## src/rtl/rob_wb_arbiter_if.sv

```systemverilog
// Shared configuration package and the ROB writeback lane interface.
// `parameters` fixes the lane count and the field widths; `robWbIf`
// carries one registered writeback per lane toward the ROB.

package parameters;
  localparam int DISPATCH_WIDTH       = 2;
  localparam int DISPATCH_ADDR_WIDTH  = 1;
  localparam int ROB_ADDR_WIDTH       = 5;
  localparam int PHYS_REGS_ADDR_WIDTH = 6;
endpackage

interface robWbIf;
  import parameters::*;

  logic [DISPATCH_WIDTH-1:0]                          en;
  logic [DISPATCH_WIDTH-1:0][DISPATCH_ADDR_WIDTH-1:0]  bank_addr;
  logic [DISPATCH_WIDTH-1:0][ROB_ADDR_WIDTH-1:0]       rob_addr;
  logic [DISPATCH_WIDTH-1:0][PHYS_REGS_ADDR_WIDTH-1:0] phys_rd;
  logic [DISPATCH_WIDTH-1:0]                          is_branch;
  logic [DISPATCH_WIDTH-1:0]                          taken;

  modport out (output en, bank_addr, rob_addr, phys_rd, is_branch, taken);
  modport in  (input  en, bank_addr, rob_addr, phys_rd, is_branch, taken);
endinterface

```

## src/rtl/rob_wb_arbiter.sv

```systemverilog
// rob_wb_arbiter: buffers completions from NUM_FU functional units in small
// per-FU FIFOs and grants up to DISPATCH_WIDTH heads per cycle onto the ROB
// writeback lanes, scanning round-robin from rr_ptr. Lane outputs are
// registered; a flush discards everything pending.
// Optional build macro ROB_WB_ARB_BYPASS_EN: an FU with an empty FIFO and a
// valid completion competes in the same cycle and, if granted, skips its FIFO.

module rob_wb_arbiter
  import parameters::*;
#(
  parameter int NUM_FU     = 4,
  parameter int FIFO_DEPTH = 2
) (
  input  logic                                           clk,
  input  logic                                           rst_n,
  input  logic                                           flush,
  input  logic [NUM_FU-1:0]                              fu_valid,
  output logic [NUM_FU-1:0]                              fu_ready,
  input  logic [NUM_FU-1:0][DISPATCH_ADDR_WIDTH-1:0]     fu_bank_addr,
  input  logic [NUM_FU-1:0][ROB_ADDR_WIDTH-1:0]          fu_rob_addr,
  input  logic [NUM_FU-1:0][PHYS_REGS_ADDR_WIDTH-1:0]    fu_phys_rd,
  input  logic [NUM_FU-1:0]                              fu_is_branch,
  input  logic [NUM_FU-1:0]                              fu_taken,
  robWbIf.out                                            wb
);

  localparam int PTR_W = $clog2(FIFO_DEPTH);
  localparam int CNT_W = PTR_W + 1;
  localparam int FU_W  = (NUM_FU > 1) ? $clog2(NUM_FU) : 1;
  localparam int DW    = DISPATCH_WIDTH;

  typedef struct packed {
    logic [DISPATCH_ADDR_WIDTH-1:0]  bank_addr;
    logic [ROB_ADDR_WIDTH-1:0]       rob_addr;
    logic [PHYS_REGS_ADDR_WIDTH-1:0] phys_rd;
    logic                            is_branch;
    logic                            taken;
  } wb_pl_t;

  wb_pl_t            mem     [NUM_FU][FIFO_DEPTH];
  logic [PTR_W-1:0]  rd_ptr  [NUM_FU];
  logic [PTR_W-1:0]  wr_ptr  [NUM_FU];
  logic [CNT_W-1:0]  count   [NUM_FU];
  logic [FU_W-1:0]   rr_ptr;
  logic [FU_W-1:0]   rr_nxt;

  wb_pl_t            fu_pl   [NUM_FU];
  wb_pl_t            head_pl [NUM_FU];
  logic [NUM_FU-1:0] push;
  logic [NUM_FU-1:0] cand;
  logic [NUM_FU-1:0] rot;
  logic [NUM_FU-1:0] grant;
  logic [NUM_FU-1:0] pop;
  logic [NUM_FU-1:0] wr_en;

  logic [DW-1:0]     lane_vld;
  logic [FU_W-1:0]   lane_sel [DW];
  wb_pl_t            lane_pl  [DW];

  logic [DW-1:0]     en_q;
  wb_pl_t            lane_q   [DW];

  // Per-FU payload packing, acceptance and candidate selection.
  always_comb begin
    for (int unsigned i = 0; i < NUM_FU; i++) begin
      fu_pl[i]    = '{bank_addr: fu_bank_addr[i], rob_addr: fu_rob_addr[i],
                      phys_rd: fu_phys_rd[i], is_branch: fu_is_branch[i],
                      taken: fu_taken[i]};
      fu_ready[i] = count[i] < CNT_W'(FIFO_DEPTH);
      push[i]     = fu_valid[i] & fu_ready[i] & ~flush;
`ifdef ROB_WB_ARB_BYPASS_EN
      cand[i]     = (count[i] != '0) | push[i];
      head_pl[i]  = (count[i] == '0) ? fu_pl[i] : mem[i][rd_ptr[i]];
`else
      cand[i]     = count[i] != '0;
      head_pl[i]  = mem[i][rd_ptr[i]];
`endif
    end
  end

  // Round-robin grant: rotate candidates so scan position k is FU
  // (rr_ptr + k) mod NUM_FU, then hand the first DW hits to lanes in order.
  always_comb begin
    int unsigned hits;
    rot      = NUM_FU'({cand, cand} >> rr_ptr);
    lane_vld = '0;
    hits     = 0;
    for (int unsigned l = 0; l < DW; l++) begin
      lane_sel[l] = '0;
      lane_pl[l]  = '0;
    end
    if (!flush) begin
      for (int unsigned k = 0; k < NUM_FU; k++) begin
        if (rot[k] && hits < DW) begin
          for (int unsigned l = 0; l < DW; l++) begin
            if (hits == l) begin
              lane_vld[l] = 1'b1;
              lane_sel[l] = FU_W'((32'(rr_ptr) + k) % NUM_FU);
            end
          end
          hits++;
        end
      end
    end
    grant  = '0;
    rr_nxt = rr_ptr;
    for (int unsigned l = 0; l < DW; l++) begin
      if (lane_vld[l]) begin
        lane_pl[l] = head_pl[lane_sel[l]];
        rr_nxt     = (lane_sel[l] == FU_W'(NUM_FU - 1)) ? '0 : lane_sel[l] + 1'b1;
        for (int unsigned i = 0; i < NUM_FU; i++) begin
          if (lane_sel[l] == FU_W'(i)) grant[i] = 1'b1;
        end
      end
    end
    // A grant on an empty FIFO can only be a bypass: no pop, no write.
    for (int unsigned i = 0; i < NUM_FU; i++) begin
      pop[i]   = grant[i] & (count[i] != '0);
      wr_en[i] = push[i] & ~(grant[i] & (count[i] == '0));
    end
  end

  // FIFO pointers, occupancy and round-robin pointer.
  always_ff @(posedge clk or negedge rst_n) begin
    if (!rst_n) begin
      for (int unsigned i = 0; i < NUM_FU; i++) begin
        count[i]  <= '0;
        rd_ptr[i] <= '0;
        wr_ptr[i] <= '0;
      end
      rr_ptr <= '0;
    end else if (flush) begin
      for (int unsigned i = 0; i < NUM_FU; i++) begin
        count[i]  <= '0;
        rd_ptr[i] <= '0;
        wr_ptr[i] <= '0;
      end
      rr_ptr <= '0;
    end else begin
      for (int unsigned i = 0; i < NUM_FU; i++) begin
        if (wr_en[i]) wr_ptr[i] <= wr_ptr[i] + 1'b1;
        if (pop[i])   rd_ptr[i] <= rd_ptr[i] + 1'b1;
        count[i] <= count[i] + CNT_W'(wr_en[i]) - CNT_W'(pop[i]);
      end
      rr_ptr <= rr_nxt;
    end
  end

  // FIFO storage; contents are meaningless while count says empty.
  always_ff @(posedge clk) begin
    for (int unsigned i = 0; i < NUM_FU; i++) begin
      if (wr_en[i]) mem[i][wr_ptr[i]] <= fu_pl[i];
    end
  end

  // Lane registers: granted lanes load payload, others clear (flush yields no grants).
  always_ff @(posedge clk or negedge rst_n) begin
    if (!rst_n) begin
      en_q <= '0;
      for (int unsigned l = 0; l < DW; l++) lane_q[l] <= '0;
    end else begin
      for (int unsigned l = 0; l < DW; l++) begin
        en_q[l]   <= lane_vld[l];
        lane_q[l] <= lane_vld[l] ? lane_pl[l] : '0;
      end
    end
  end

  assign wb.en = en_q;
  for (genvar l = 0; l < DW; l++) begin : g_lane
    assign wb.bank_addr[l] = lane_q[l].bank_addr;
    assign wb.rob_addr[l]  = lane_q[l].rob_addr;
    assign wb.phys_rd[l]   = lane_q[l].phys_rd;
    assign wb.is_branch[l] = lane_q[l].is_branch;
    assign wb.taken[l]     = lane_q[l].taken;
  end

endmodule

```

## src/flat_wrapper.sv

```systemverilog
// flat-port wrapper written by rule: the top's interface ports become plain ports
module rob_wb_arbiter_flat import parameters::*;
#(
  parameter int NUM_FU     = 4,
  parameter int FIFO_DEPTH = 2
)
  (clk, rst_n, flush, fu_valid, fu_ready, fu_bank_addr, fu_rob_addr, fu_phys_rd, fu_is_branch, fu_taken, wb_en, wb_bank_addr, wb_rob_addr, wb_phys_rd, wb_is_branch, wb_taken);
  robWbIf wb_i ();
  input  logic clk;
  input  logic rst_n;
  input  logic flush;
  input  logic [NUM_FU-1:0] fu_valid;
  output logic [NUM_FU-1:0] fu_ready;
  input  logic [NUM_FU-1:0][DISPATCH_ADDR_WIDTH-1:0] fu_bank_addr;
  input  logic [NUM_FU-1:0][ROB_ADDR_WIDTH-1:0] fu_rob_addr;
  input  logic [NUM_FU-1:0][PHYS_REGS_ADDR_WIDTH-1:0] fu_phys_rd;
  input  logic [NUM_FU-1:0] fu_is_branch;
  input  logic [NUM_FU-1:0] fu_taken;
  output wire logic [$bits(wb_i.en)-1:0] wb_en;
  output wire logic [$bits(wb_i.bank_addr)-1:0] wb_bank_addr;
  output wire logic [$bits(wb_i.rob_addr)-1:0] wb_rob_addr;
  output wire logic [$bits(wb_i.phys_rd)-1:0] wb_phys_rd;
  output wire logic [$bits(wb_i.is_branch)-1:0] wb_is_branch;
  output wire logic [$bits(wb_i.taken)-1:0] wb_taken;
  assign wb_en = wb_i.en;
  assign wb_bank_addr = wb_i.bank_addr;
  assign wb_rob_addr = wb_i.rob_addr;
  assign wb_phys_rd = wb_i.phys_rd;
  assign wb_is_branch = wb_i.is_branch;
  assign wb_taken = wb_i.taken;
  rob_wb_arbiter #(.NUM_FU(NUM_FU), .FIFO_DEPTH(FIFO_DEPTH)) u_core (.clk(clk), .rst_n(rst_n), .flush(flush), .fu_valid(fu_valid), .fu_ready(fu_ready), .fu_bank_addr(fu_bank_addr), .fu_rob_addr(fu_rob_addr), .fu_phys_rd(fu_phys_rd), .fu_is_branch(fu_is_branch), .fu_taken(fu_taken), .wb(wb_i));
endmodule
```

## config.mk

```make
export PLATFORM = sky130hd
export DESIGN_NAME = rob_wb_arbiter_flat
export DESIGN_NICKNAME = d
export VERILOG_FILES = /design/src/rtl/rob_wb_arbiter_if.sv /design/src/rtl/rob_wb_arbiter.sv /design/src/flat_wrapper.sv
export SDC_FILE = /design/constraint.sdc
export NUM_CORES = 1
export LEC_CHECK = 0
export ABC_CLOCK_PERIOD_IN_PS = 14610
export CORE_UTILIZATION = 45
export DETAILED_ROUTE_END_ITERATION = 7
export GPL_TIMING_DRIVEN = 0
export PLACE_DENSITY = 0.67
export SLEW_MARGIN = 10
export SYNTH_ARGS = -nofsm -noshare
export SYNTH_HDL_FRONTEND = slang
export SYNTH_SLANG_ARGS = --single-unit
export TNS_END_PERCENT = 5
```

## constraint.sdc

```tcl
create_clock -name clk -period 14.61 [get_ports clk]
set_clock_uncertainty 0.05 [all_clocks]
set_input_delay 1.461 -clock clk [delete_from_list [all_inputs] [get_ports clk]]
set_output_delay 1.461 -clock clk [all_outputs]
set_load 0.02 [all_outputs]
```

==> metrics.json <==
{
  "synthesis": {
    "synth_sequential_area_ratio_pct": 59.69,
    "synth.top_cell.area_share_pct": 43.98,
    "syn_avg_cell_area_um2": 13.01,
    "synthCells": 588,
    "main_area_contributors_after_synthesis": "sky130_fd_sc_hd__edfxtp_1 (44%), sky130_fd_sc_hd__dfrtp_1 (16%), sky130_fd_sc_hd__mux2_2 (7.7%)",
    "top_cell_type_by_total_area_after_synthesis": "sky130_fd_sc_hd__edfxtp_1",
    "postSynth.topFlopCell": "sky130_fd_sc_hd__edfxtp_1",
    "syn-num-nets": 670,
    "ys_warn_count": 0,
    "syn_area_mm2": 0.007647,
    "yosys.cell_types.count": 56,
    "synth_edf_count": 112,
    "yosys_register_bits": 160,
    "fraction_of_synthesis_flops_using_an_asynchronous_set_or_reset_pin_pct": 30.00
  },
  "clock_network": {
    "cts_setup_buffers": 0,
    "cts_made_buffers": 17,
    "cts_buffer_depth": 2,
    "tritoncts": "yes",
    "ctsRootBufferMaster": "sky130_fd_sc_hd__clkbuf_16",
    "clkTransAtPathRegs_ns": 0.07,
    "htreeDepth": 4,
    "clock-sinks": 160,
    "post_cts_resized": 0,
    "post_cts_hold_buffer_count": 0,
    "clk_latency_ns": 0.43
  },
  "route": {
    "drt_pre_antenna_iters": 5,
    "drc": 0,
    "post_dr_wirelength_cell_um": 20.95,
    "vias": 5262,
    "vias_per_cell": 5.568,
    "finalWirelength_mm": 19.80,
    "drt_iter0_markers": 338,
    "antenna_left": 0
  },
  "critical_path": {
    "critical_path_peak_fanout": 11,
    "worstPathArrival_ns": 6.74,
    "sort_of_element_at_the_start_of_the_critical_path": "flop",
    "cp_data_required_time_ns": 14.69,
    "worstRegToRegCells": 19,
    "reg2reg_setup_slack_ns": 7.95,
    "critical_path_class": "reg -> reg",
    "crit_path_end_kind": "flop"
  },
  "sta": {
    "rsz0062_at_grt": "no",
    "finalHoldWorstSlack_ns": 0.6181,
    "setup_violations": 0,
    "worst-slew-pin-transition_ns": 0.7891,
    "period_share_pct": 45.60,
    "hold_viol": 0,
    "slew_violations": 0,
    "slew-limit-headroom_pct": 46.04,
    "fin_tns_setup_ns": 0,
    "achievable-frequency_mhz": 150.1,
    "finalCriticalPeriod_ns": 6.662
  },
  "floorplan": {
    "die_h_um": 132.4,
    "initial_standard_cell_utilization_of_the_core_pct": 46.11,
    "floorplan.core_area_mm2": 0.01658,
    "fp.dieW_um": 132.4,
    "floorplan.die_area_mm2": 0.01752,
    "io-pin-count": 97,
    "rows": 47
  },
  "layout": {
    "syn_to_final_growth_pct": 25.51,
    "insertedDiodeCount": 0,
    "fin_cells": 945,
    "area_of_the_multi_input_gates_mm2": 0.002907,
    "layout.cells.most_common_list": "sky130_fd_sc_hd__edfxtp_1 (112), sky130_fd_sc_hd__clkdlybuf4s50_1 (95), sky130_fd_sc_hd__nor2_1 (53)",
    "layout-drive-gt1-share_pct": 18.34,
    "final_common_cell": "sky130_fd_sc_hd__edfxtp_1",
    "fill_cells": 1360,
    "finalNetCount": 794,
    "fin_util_pct": 57.88,
    "layout.area.seq_mm2": 0.004564
  },
  "global_route": {
    "grt_pass1_vias": 5398,
    "grt_overflow_total": 0,
    "global_route_wire_length_before_repair_mm": 30.75,
    "global_route.usage.total_pct": 23.74,
    "antenna_found_initial": 0,
    "grt_max_degree": 26
  },
  "pwr": {
    "vdd_ir_drop_max_v": 0.0001277,
    "cellLeakagePower_nw": 3.516,
    "power_density_mw_per_mm2": 196.0,
    "design_power_total_w": 0.001881
  },
  "place": {
    "total_half_perimeter_wirelength_after_legalization_and_detailed_placement_mm": 14.77,
    "dp.cells": 913,
    "place.port_buffers": 96,
    "gpl.final_weighted_congestion": 0.8690
  },
  "flow_run": {
    "maxCapViolCount": 0
  },
  "min_path": {
    "min-delay-path-class": "reg -> reg",
    "timing.hold.worst_path_depth": 1
  },
  "outcome": {
    "result_of_the_run": "completed"
  }
}
-- metrics by stage --
| stage | cell area [um^2] | setup WS, ns |
|---|---|---|
| 6_report | 9598 | 7.948 |
| 2_1_floorplan | 7647 | 9.082 |
| 5_1_grt | 9598 | 7.418 |
| 3_5_place_dp | 9006 | 7.989 |
| 3_3_place_gp | 8884 | 6.862 |
| 4_1_cts | 9598 | 7.916 |
-- per-layer routing --
layer | part of all wire (%) | global-route usage [%] | routed length (um) | up-vias
met1 | 42 | 30.20 | 8351 | 2620
met2 | 52 | 40.56 | 10200 | 170
met5 | 0 | 0 | 0 | -
met3 | 4.2 | 4.344 | 832 | 25
li1 | - | - | - | 2447
met4 | 2.1 | 8.493 | 416 | 0
-- final cells by class --
type	instances	area share, %
clock inverter	15	1.734
inverter	17	0.6648
buffer	34	1.590
timing repair buffer	105	10.87
clock buffer	17	4.432
multi-input combinational	377	30.28
tap	220	2.868
sequential	160	47.56
-- worst max-delay path: stages (launching register included) --
cell,delay [ns]
sky130_fd_sc_hd__dfrtp_1,0.45
sky130_fd_sc_hd__buf_2,0.21
sky130_fd_sc_hd__clkbuf_1,0.24
sky130_fd_sc_hd__o21ai_0,0.51
sky130_fd_sc_hd__a21oi_1,0.21
sky130_fd_sc_hd__ha_1,0.31
sky130_fd_sc_hd__nor2b_1,0.19
sky130_fd_sc_hd__nand2_1,0.07
sky130_fd_sc_hd__a2111oi_0,0.64
sky130_fd_sc_hd__a31oi_1,0.22
sky130_fd_sc_hd__a21oi_1,0.23
sky130_fd_sc_hd__mux2_2,0.38
sky130_fd_sc_hd__a21oi_2,0.44
sky130_fd_sc_hd__inv_1,0.26
sky130_fd_sc_hd__buf_2,0.27
sky130_fd_sc_hd__ha_1,0.21
sky130_fd_sc_hd__a22oi_1,0.43
sky130_fd_sc_hd__o211ai_1,0.29
sky130_fd_sc_hd__nor3b_2,0.46
sky130_fd_sc_hd__buf_4,0.29
-- kinds of logic (layout without fill, tap and decap cells) --
logic type	after synthesis	in the layout	synth area share, %
xor gates and xnor gates	10	10	1.145
buffers and inverters	51	188	2.830
AOI/OAI and AO/OA	115	115	10.55
muxes	99	99	14.01
and+or+nand+nor	134	134	8.672
adders and majority gates	19	19	3.109
DFF	160	160	59.69
-- synthesized netlist by cell type (6+ instances only) --
master                      instances
sky130_fd_sc_hd__inv_1             16
sky130_fd_sc_hd__nand2_1           15
sky130_fd_sc_hd__clkbuf_1          20
sky130_fd_sc_hd__mux2i_1           44
sky130_fd_sc_hd__and2_1            10
sky130_fd_sc_hd__o21a_1             6
sky130_fd_sc_hd__ha_1              19
sky130_fd_sc_hd__nor2b_1            9
sky130_fd_sc_hd__edfxtp_1         112
sky130_fd_sc_hd__o22ai_1           16
sky130_fd_sc_hd__xnor2_1            9
sky130_fd_sc_hd__a2bb2oi_1          7
sky130_fd_sc_hd__nor3_1            21
sky130_fd_sc_hd__buf_2             11
sky130_fd_sc_hd__o21ai_0           13
sky130_fd_sc_hd__a21oi_1           18
sky130_fd_sc_hd__nor2_1            53
sky130_fd_sc_hd__mux2_2            52
sky130_fd_sc_hd__o211ai_1          20
sky130_fd_sc_hd__dfrtp_1           48
sky130_fd_sc_hd__a22oi_1            6
-- sequential cells by signal, indices dropped and copies added (netlist names) --
| signal | flops |
|---|---|
| u_core.wb.rob_addr | 10 |
| u_core.mem | 112 |
| u_core.wb.is_branch | 2 |
| u_core.wb.taken | 2 |
| u_core.rr_ptr | 2 |
| u_core.count | 8 |
| u_core.wb.en | 2 |
| u_core.wb.phys_rd | 12 |
| u_core.wb.bank_addr | 2 |
| u_core.wr_ptr | 4 |
| u_core.rd_ptr | 4 |
-- power breakdown --
group	total, W	leakage, nW	internal (W)	switching, W
sequential	0.000598	1.67	0.000567	0.0000315
clock	0.000447	0.290	0.000243	0.000203
combinational	0.000836	1.55	0.000336	0.000500
total	0.00188	3.52	0.00115	0.000735
-- final timing paths --
check / start / end
worst min register to register: u_core.wr_ptr[3] / u_core.mem[0][16]
worst min-delay path: u_core.wr_ptr[3] / u_core.mem[0][16]
min in group asynchronous: rst_n / u_core.wb.en[0]
worst max-delay path: u_core.rr_ptr[1] / u_core.mem[0][0]
worst max register to register: u_core.rr_ptr[1] / u_core.mem[0][0]
max in group asynchronous: rst_n / u_core.rd_ptr[0]
No activity file was read; power rests on OpenSTA's default activity.
